[src/rtl/ex_mem_reg_if.sv]
// Execute-to-memory pipeline bundle.
// Carries the _e side into the register and the _m side out.
interface ex_mem_reg_if #(
  parameter int DATA_WIDTH     = 32,
  parameter int REG_ADDR_WIDTH = 5
);
  logic                      valid_e;
  logic                      reg_write_e;
  logic [1:0]                result_src_e;
  logic                      mem_write_e;
  logic                      mem_read_e;
  logic [1:0]                type_control_e;
  logic                      sign_ext_flag_e;
  logic [DATA_WIDTH-1:0]     alu_result_e;
  logic [DATA_WIDTH-1:0]     write_data_e;
  logic [REG_ADDR_WIDTH-1:0] rd_e;
  logic [DATA_WIDTH-1:0]     pc_plus4_e;

  logic                      valid_m;
  logic                      reg_write_m;
  logic [1:0]                result_src_m;
  logic                      mem_write_m;
  logic                      mem_read_m;
  logic [1:0]                type_control_m;
  logic                      sign_ext_flag_m;
  logic [DATA_WIDTH-1:0]     alu_result_m;
  logic [DATA_WIDTH-1:0]     write_data_m;
  logic [REG_ADDR_WIDTH-1:0] rd_m;
  logic [DATA_WIDTH-1:0]     pc_plus4_m;
  logic                      misaligned_m;

  modport master (
    output valid_e, reg_write_e, result_src_e,
    output mem_write_e, mem_read_e, type_control_e,
    output sign_ext_flag_e, alu_result_e,
    output write_data_e, rd_e, pc_plus4_e,
    input  valid_m, reg_write_m, result_src_m,
    input  mem_write_m, mem_read_m, type_control_m,
    input  sign_ext_flag_m, alu_result_m,
    input  write_data_m, rd_m, pc_plus4_m,
    input  misaligned_m
  );

  modport slave (
    input  valid_e, reg_write_e, result_src_e,
    input  mem_write_e, mem_read_e, type_control_e,
    input  sign_ext_flag_e, alu_result_e,
    input  write_data_e, rd_e, pc_plus4_e,
    output valid_m, reg_write_m, result_src_m,
    output mem_write_m, mem_read_m, type_control_m,
    output sign_ext_flag_m, alu_result_m,
    output write_data_m, rd_m, pc_plus4_m,
    output misaligned_m
  );
endinterface

[src/rtl/ex_mem_reg.sv]
// EX/MEM pipeline register: stall hold, deferred flush,
// alignment qualification and a saturating stall counter.
module ex_mem_reg #(
  parameter int DATA_WIDTH     = 32,
  parameter int REG_ADDR_WIDTH = 5
) (
  input  logic        clk,
  input  logic        rst,
  input  logic        stall,
  input  logic        flush,
  ex_mem_reg_if.slave bus,
  output logic [31:0] stall_count
);

  typedef struct packed {
    logic                      valid;
    logic                      reg_write;
    logic [1:0]                result_src;
    logic                      mem_write;
    logic                      mem_read;
    logic [1:0]                type_control;
    logic                      sign_ext_flag;
    logic [DATA_WIDTH-1:0]     alu_result;
    logic [DATA_WIDTH-1:0]     write_data;
    logic [REG_ADDR_WIDTH-1:0] rd;
    logic [DATA_WIDTH-1:0]     pc_plus4;
    logic                      misaligned;
  } payload_t;

  payload_t    payload_d, payload_q;
  payload_t    incoming;
  logic        pending_flush_d, pending_flush_q;
  logic [31:0] stall_count_d, stall_count_q;
  logic        addr_bad;
  logic        misaligned;

  always_comb begin
    addr_bad = 1'b0;
    case (bus.type_control_e)
      2'b01:   addr_bad = bus.alu_result_e[0];
      2'b10:   addr_bad = 1'b0;
      default: addr_bad = |bus.alu_result_e[1:0];
    endcase
    misaligned = addr_bad &
                 (bus.mem_write_e | bus.mem_read_e);
  end

  // A misaligned access never reaches memory or the regfile.
  always_comb begin
    incoming               = '0;
    incoming.valid         = 1'b1;
    incoming.reg_write     = bus.reg_write_e &
                             ~(misaligned & bus.mem_read_e);
    incoming.result_src    = bus.result_src_e;
    incoming.mem_write     = bus.mem_write_e & ~misaligned;
    incoming.mem_read      = bus.mem_read_e & ~misaligned;
    incoming.type_control  = bus.type_control_e;
    incoming.sign_ext_flag = bus.sign_ext_flag_e;
    incoming.alu_result    = bus.alu_result_e;
    incoming.write_data    = bus.write_data_e;
    incoming.rd            = bus.rd_e;
    incoming.pc_plus4      = bus.pc_plus4_e;
    incoming.misaligned    = misaligned;
  end

  always_comb begin
    payload_d       = payload_q;
    pending_flush_d = pending_flush_q;
    if (stall) begin
      if (flush) pending_flush_d = 1'b1;
    end else if (flush || pending_flush_q || !bus.valid_e) begin
      payload_d       = '0;
      pending_flush_d = 1'b0;
    end else begin
      payload_d       = incoming;
    end
  end

  always_comb begin
    stall_count_d = stall_count_q;
    if (stall && stall_count_q != 32'hFFFF_FFFF)
      stall_count_d = stall_count_q + 32'd1;
  end

  always_ff @(posedge clk or posedge rst) begin
    if (rst) begin
      payload_q       <= '0;
      pending_flush_q <= 1'b0;
      stall_count_q   <= '0;
    end else begin
      payload_q       <= payload_d;
      pending_flush_q <= pending_flush_d;
      stall_count_q   <= stall_count_d;
    end
  end

  assign bus.valid_m         = payload_q.valid;
  assign bus.reg_write_m     = payload_q.reg_write;
  assign bus.result_src_m    = payload_q.result_src;
  assign bus.mem_write_m     = payload_q.mem_write;
  assign bus.mem_read_m      = payload_q.mem_read;
  assign bus.type_control_m  = payload_q.type_control;
  assign bus.sign_ext_flag_m = payload_q.sign_ext_flag;
  assign bus.alu_result_m    = payload_q.alu_result;
  assign bus.write_data_m    = payload_q.write_data;
  assign bus.rd_m            = payload_q.rd;
  assign bus.pc_plus4_m      = payload_q.pc_plus4;
  assign bus.misaligned_m    = payload_q.misaligned;
  assign stall_count         = stall_count_q;

endmodule

[src/flat_wrapper.sv]
// flat-port wrapper written by rule: the top's interface ports become plain ports
module ex_mem_reg_flat 
#(
  parameter int DATA_WIDTH     = 32,
  parameter int REG_ADDR_WIDTH = 5
)
  (clk, rst, stall, flush, stall_count, bus_valid_e, bus_reg_write_e, bus_result_src_e, bus_mem_write_e, bus_mem_read_e, bus_type_control_e, bus_sign_ext_flag_e, bus_alu_result_e, bus_write_data_e, bus_rd_e, bus_pc_plus4_e, bus_valid_m, bus_reg_write_m, bus_result_src_m, bus_mem_write_m, bus_mem_read_m, bus_type_control_m, bus_sign_ext_flag_m, bus_alu_result_m, bus_write_data_m, bus_rd_m, bus_pc_plus4_m, bus_misaligned_m);
  ex_mem_reg_if #(.DATA_WIDTH(DATA_WIDTH), .REG_ADDR_WIDTH(REG_ADDR_WIDTH)) bus_i ();
  input  logic clk;
  input  logic rst;
  input  logic stall;
  input  logic flush;
  output logic [31:0] stall_count;
  input wire logic [$bits(bus_i.valid_e)-1:0] bus_valid_e;
  input wire logic [$bits(bus_i.reg_write_e)-1:0] bus_reg_write_e;
  input wire logic [$bits(bus_i.result_src_e)-1:0] bus_result_src_e;
  input wire logic [$bits(bus_i.mem_write_e)-1:0] bus_mem_write_e;
  input wire logic [$bits(bus_i.mem_read_e)-1:0] bus_mem_read_e;
  input wire logic [$bits(bus_i.type_control_e)-1:0] bus_type_control_e;
  input wire logic [$bits(bus_i.sign_ext_flag_e)-1:0] bus_sign_ext_flag_e;
  input wire logic [$bits(bus_i.alu_result_e)-1:0] bus_alu_result_e;
  input wire logic [$bits(bus_i.write_data_e)-1:0] bus_write_data_e;
  input wire logic [$bits(bus_i.rd_e)-1:0] bus_rd_e;
  input wire logic [$bits(bus_i.pc_plus4_e)-1:0] bus_pc_plus4_e;
  output wire logic [$bits(bus_i.valid_m)-1:0] bus_valid_m;
  output wire logic [$bits(bus_i.reg_write_m)-1:0] bus_reg_write_m;
  output wire logic [$bits(bus_i.result_src_m)-1:0] bus_result_src_m;
  output wire logic [$bits(bus_i.mem_write_m)-1:0] bus_mem_write_m;
  output wire logic [$bits(bus_i.mem_read_m)-1:0] bus_mem_read_m;
  output wire logic [$bits(bus_i.type_control_m)-1:0] bus_type_control_m;
  output wire logic [$bits(bus_i.sign_ext_flag_m)-1:0] bus_sign_ext_flag_m;
  output wire logic [$bits(bus_i.alu_result_m)-1:0] bus_alu_result_m;
  output wire logic [$bits(bus_i.write_data_m)-1:0] bus_write_data_m;
  output wire logic [$bits(bus_i.rd_m)-1:0] bus_rd_m;
  output wire logic [$bits(bus_i.pc_plus4_m)-1:0] bus_pc_plus4_m;
  output wire logic [$bits(bus_i.misaligned_m)-1:0] bus_misaligned_m;
  assign bus_i.valid_e = bus_valid_e;
  assign bus_i.reg_write_e = bus_reg_write_e;
  assign bus_i.result_src_e = bus_result_src_e;
  assign bus_i.mem_write_e = bus_mem_write_e;
  assign bus_i.mem_read_e = bus_mem_read_e;
  assign bus_i.type_control_e = bus_type_control_e;
  assign bus_i.sign_ext_flag_e = bus_sign_ext_flag_e;
  assign bus_i.alu_result_e = bus_alu_result_e;
  assign bus_i.write_data_e = bus_write_data_e;
  assign bus_i.rd_e = bus_rd_e;
  assign bus_i.pc_plus4_e = bus_pc_plus4_e;
  assign bus_valid_m = bus_i.valid_m;
  assign bus_reg_write_m = bus_i.reg_write_m;
  assign bus_result_src_m = bus_i.result_src_m;
  assign bus_mem_write_m = bus_i.mem_write_m;
  assign bus_mem_read_m = bus_i.mem_read_m;
  assign bus_type_control_m = bus_i.type_control_m;
  assign bus_sign_ext_flag_m = bus_i.sign_ext_flag_m;
  assign bus_alu_result_m = bus_i.alu_result_m;
  assign bus_write_data_m = bus_i.write_data_m;
  assign bus_rd_m = bus_i.rd_m;
  assign bus_pc_plus4_m = bus_i.pc_plus4_m;
  assign bus_misaligned_m = bus_i.misaligned_m;
  ex_mem_reg #(.DATA_WIDTH(DATA_WIDTH), .REG_ADDR_WIDTH(REG_ADDR_WIDTH)) u_core (.clk(clk), .rst(rst), .stall(stall), .flush(flush), .bus(bus_i), .stall_count(stall_count));
endmodule
[config.mk]
export PLATFORM = sky130hd
export DESIGN_NAME = ex_mem_reg_flat
export DESIGN_NICKNAME = d
export VERILOG_FILES = /design/src/rtl/ex_mem_reg_if.sv /design/src/rtl/ex_mem_reg.sv /design/src/flat_wrapper.sv
export SDC_FILE = /design/constraint.sdc
export NUM_CORES = 1
export LEC_CHECK = 0
export CELL_PAD_IN_SITES_DETAIL_PLACEMENT = 0
export CELL_PAD_IN_SITES_GLOBAL_PLACEMENT = 1
export CORE_MARGIN = 2
export CORE_UTILIZATION = 34
export CTS_CLUSTER_DIAMETER = 80
export DETAILED_ROUTE_END_ITERATION = 16
export PLACE_DENSITY = 0.9
export SYNTH_ARGS = -nofsm -noshare
export SYNTH_HDL_FRONTEND = slang
export SYNTH_SLANG_ARGS = --single-unit
[constraint.sdc]
create_clock -name clk -period 10.6 [get_ports clk]
set_input_delay 2.12 -clock clk [delete_from_list [all_inputs] [get_ports clk]]
set_output_delay 2.12 -clock clk [all_outputs]
set_load 0.05 [all_outputs]
==> results.md <==
* Final instance area at 0.00892 mm^2
* Clock sink total at 144
* First-pass GRT wire length at 24.7 mm
* Initial antenna violation count at 0
* Synth Area in Compound Gates at 0.185
* Total CTS buffers at 17
* Setup crit end kind: flip-flop
* PD cells at 169 mW/mm^2
* Clk_skew at 0.00489 ns
* Setup TNS at 0 ns
* Site row count at 46
* Most common cell after layout, fill and taps aside: clkdlybuf4s50_1
* R2R setup slack at 8.35 ns
* DRT Pass-1 Iters at 6
* Max-slew headroom at 0.358
* Setup CP Type: input port to flip-flop
* Initial Util at 0.350
* Synthesized area per cell at 13.8 um^2
* WL final at 15.4 mm
* Hold Path Class: flip-flop to flip-flop
* Worst R2R End: u_core.stall_count[1]$_DFFE_PP0P_
* Nets at 773
* DRT iter0 DRCs at 223
* Final critical-path required period at 4.03 ns
* Area Overhead vs Synth at 59.3%
* Status: finished, final reports clean
* Dpl ws at 6.13 ns
* Pleak at 3.89 nW
* Largest family of logic cells by synthesized area: compound AO/OA/AOI/OAI gates
* Final hold vios at 0
* Mux cell area share after synthesis at 0.00201
* Die area at 0.0175 mm^2
* Die X at 132 um
* Vias in the first global route at 4442
* Die H at 132 um
* Most frequent cells in the layout: clkdlybuf4s50_1 (255), dfrtp_1 (144), a22o_1 (109)
* Yosys reg bits at 144
* FF-to-FF path depth at 6
* Post-Synthesis Cells at 407
* Post-CTS setup buffers at 0
* CP Data Arrival Time at 4.38 ns
* Final setup margin at 6.57 ns
* Worst Hold Depth at 1
* Final worst-path cycle share at 0.381
* Post-synthesis xor/xnor area fraction at 0.0469
* # diodes at 0
* Post-synthesis adder-cell area fraction at 0.00447
* Mapped Area at 0.00560 mm^2
* Hold Path Sink: u_core.bus.valid_m$_DFFE_PP0N_
* Max-slew violation count at 0
* Min-delay src: u_core.bus.valid_m$_DFFE_PP0N_
* Number of gates resized after cts at 0
* CTS Root Buffer Type: clkbuf_16
* Routability congestion estimate from global placement at 0.764
* DR WL/cell at 17.3 um
* Clock transition at path regs at 0.06 ns
* Gr ovfl total at 0
* Syn nets at 523
* Peak VDD IR at 0.000211 V
* Worst-path fanout max at 84
* Placed cell area at 0.00834 mm^2
* Htree depth at 4
* Part of the Yosys area used for sequential elements at 0.643
* Core box area at 0.0160 mm^2
* Overall Global Routing Usage at 0.176
* Clk buf depth at 2
* Post-route ant nets at 0
* HPWL after DPL at 10.8 mm
* Clk_lat worst skew at 0.41 ns
* Vias at 4421
* Synth Area in Simple Gates at 0.0907
* Share of cells above drive strength 1 at 0.0776
* Worst-Margin Slew at 0.962 ns
* Drt drc at 0
* Non-filler cells, final at 886
* Max-cap viol count at 0
* RSZ-0062 raised after global routing: no
* TritonCTS clock tree: done
* Final setup viols at 0
* Worst EP required at 10.95 ns
* Via density at 4.99
* YS warnings at 0
* Reg2Reg Launch Point: u_core.stall_count[0]$_DFFE_PP0P_
* Startpoint types: input port
* Placed cells at 854
* Synth unique cells at 36
* Hold Buf Count CTS at 0
* I/O pins at 257
* PortBufs at 256
* Largest net degree at the start of global routing at 85
* Max Fclk at 248 MHz
==> layer usage <==
layer,track usage,routed length [um]
met5,0,0
met4,0.0538,199
met3,0.0484,977
met2,0.286,7550
met1,0.230,6630
==> power breakdown <==
| part | switching (mW) | internal (mW) |
|---|---|---|
| Sequential | 0.0346 | 0.583 |
| Clock | 0.234 | 0.353 |
| Combinational | 0.180 | 0.121 |
==> worst max-delay path: stages <==
cell and delay, ns:
buf_4 0.24, buf_4 0.45, nor4b_2 0.41, buf_4 0.70
nor2b_1 0.26, a22o_1 0.14
==> Yosys cell counts <==
master	instances	area, um^2
dfrtp_1	144	3600
a22o_1	109	955
xnor2_1	22	193
clkbuf_1	14	52.6
nand3_1	14	70.1
buf_2	13	65.1
nand4_1	13	81.3
nand2_1	11	41.3
nor2_1	9	33.8
xor2_1	8	70.1
and3_1	7	43.8
inv_1	6	22.5
nor3_1	6	30.0
nand4_2	3	37.5
a31oi_1	2	12.5
and4_1	2	17.5
ha_1	2	25.0
nor3_2	2	20.0
nor4_2	2	25.0
nor4_4	2	42.5
a21o_1	1	7.51
a21oi_1	1	5.00
a311oi_4	1	26.3
a32o_1	1	10.0
a41oi_1	1	8.76
and3_4	1	11.3
and4_4	1	11.3
buf_1	1	3.75
buf_6	1	11.3
mux2_2	1	11.3
nand2_2	1	6.26
nand4_4	1	21.3
nor2b_1	1	6.26
nor4b_1	1	8.76
o21a_1	1	7.51
o21ai_0	1	5.00
==> through the flow <==
step                      hold WS, ns   util  total power, mW
after global routing            0.517  0.558             1.57
final                           0.488  0.558             1.51
after detailed placement        0.477  0.521            0.929
after global placement          0.472  0.521            0.925
after CTS                       0.492  0.558             1.52
after floorplan                 0.465      -            0.798
==> registers in the layout, indices dropped and copies added, names as in the netlist <==
signal	flops
u_core.bus.alu_result_m	32
u_core.bus.pc_plus4_m	32
u_core.bus.write_data_m	32
u_core.stall_count	32
u_core.bus.rd_m	5
u_core.bus.result_src_m	2
u_core.bus.type_control_m	2
u_core.bus.mem_read_m	1
u_core.bus.mem_write_m	1
u_core.bus.misaligned_m	1
u_core.bus.reg_write_m	1
u_core.bus.sign_ext_flag_m	1
u_core.bus.valid_m	1
u_core.pending_flush_q	1
==> cell type report <==
class	instances	area, um^2
multi-input combinational	228	1850
tap	216	270
inverter	6	27.5
timing repair buffer	260	2590
clock inverter	12	136
fill	1334	7080
sequential	144	3600
clock buffer	20	447
==> logic make-up after synthesis <==
kind of cell / after synthesis
DFF: 144
AOI/OAI and AO/OA: 118
buffers and inverters: 35
muxes: 1
xor gates and xnor gates: 30
adders and majority gates: 2
and+or+nand+nor: 77
==> worst max path at each step <==
stage	to	startpoint	cells after the start
2_1_floorplan	u_core.bus.alu_result_m[0]$_DFFE_PP0N_	rst	1
3_3_place_gp	u_core.bus.mem_read_m$_DFFE_PP0N_	stall	6
3_5_place_dp	u_core.bus.mem_write_m$_DFFE_PP0N_	stall	6
4_1_cts	u_core.bus.mem_read_m$_DFFE_PP0N_	stall	6
5_1_grt	u_core.bus.mem_read_m$_DFFE_PP0N_	stall	6
6_report	u_core.bus.mem_read_m$_DFFE_PP0N_	stall	6
Note: power is estimated with default switching activity, not from simulation.
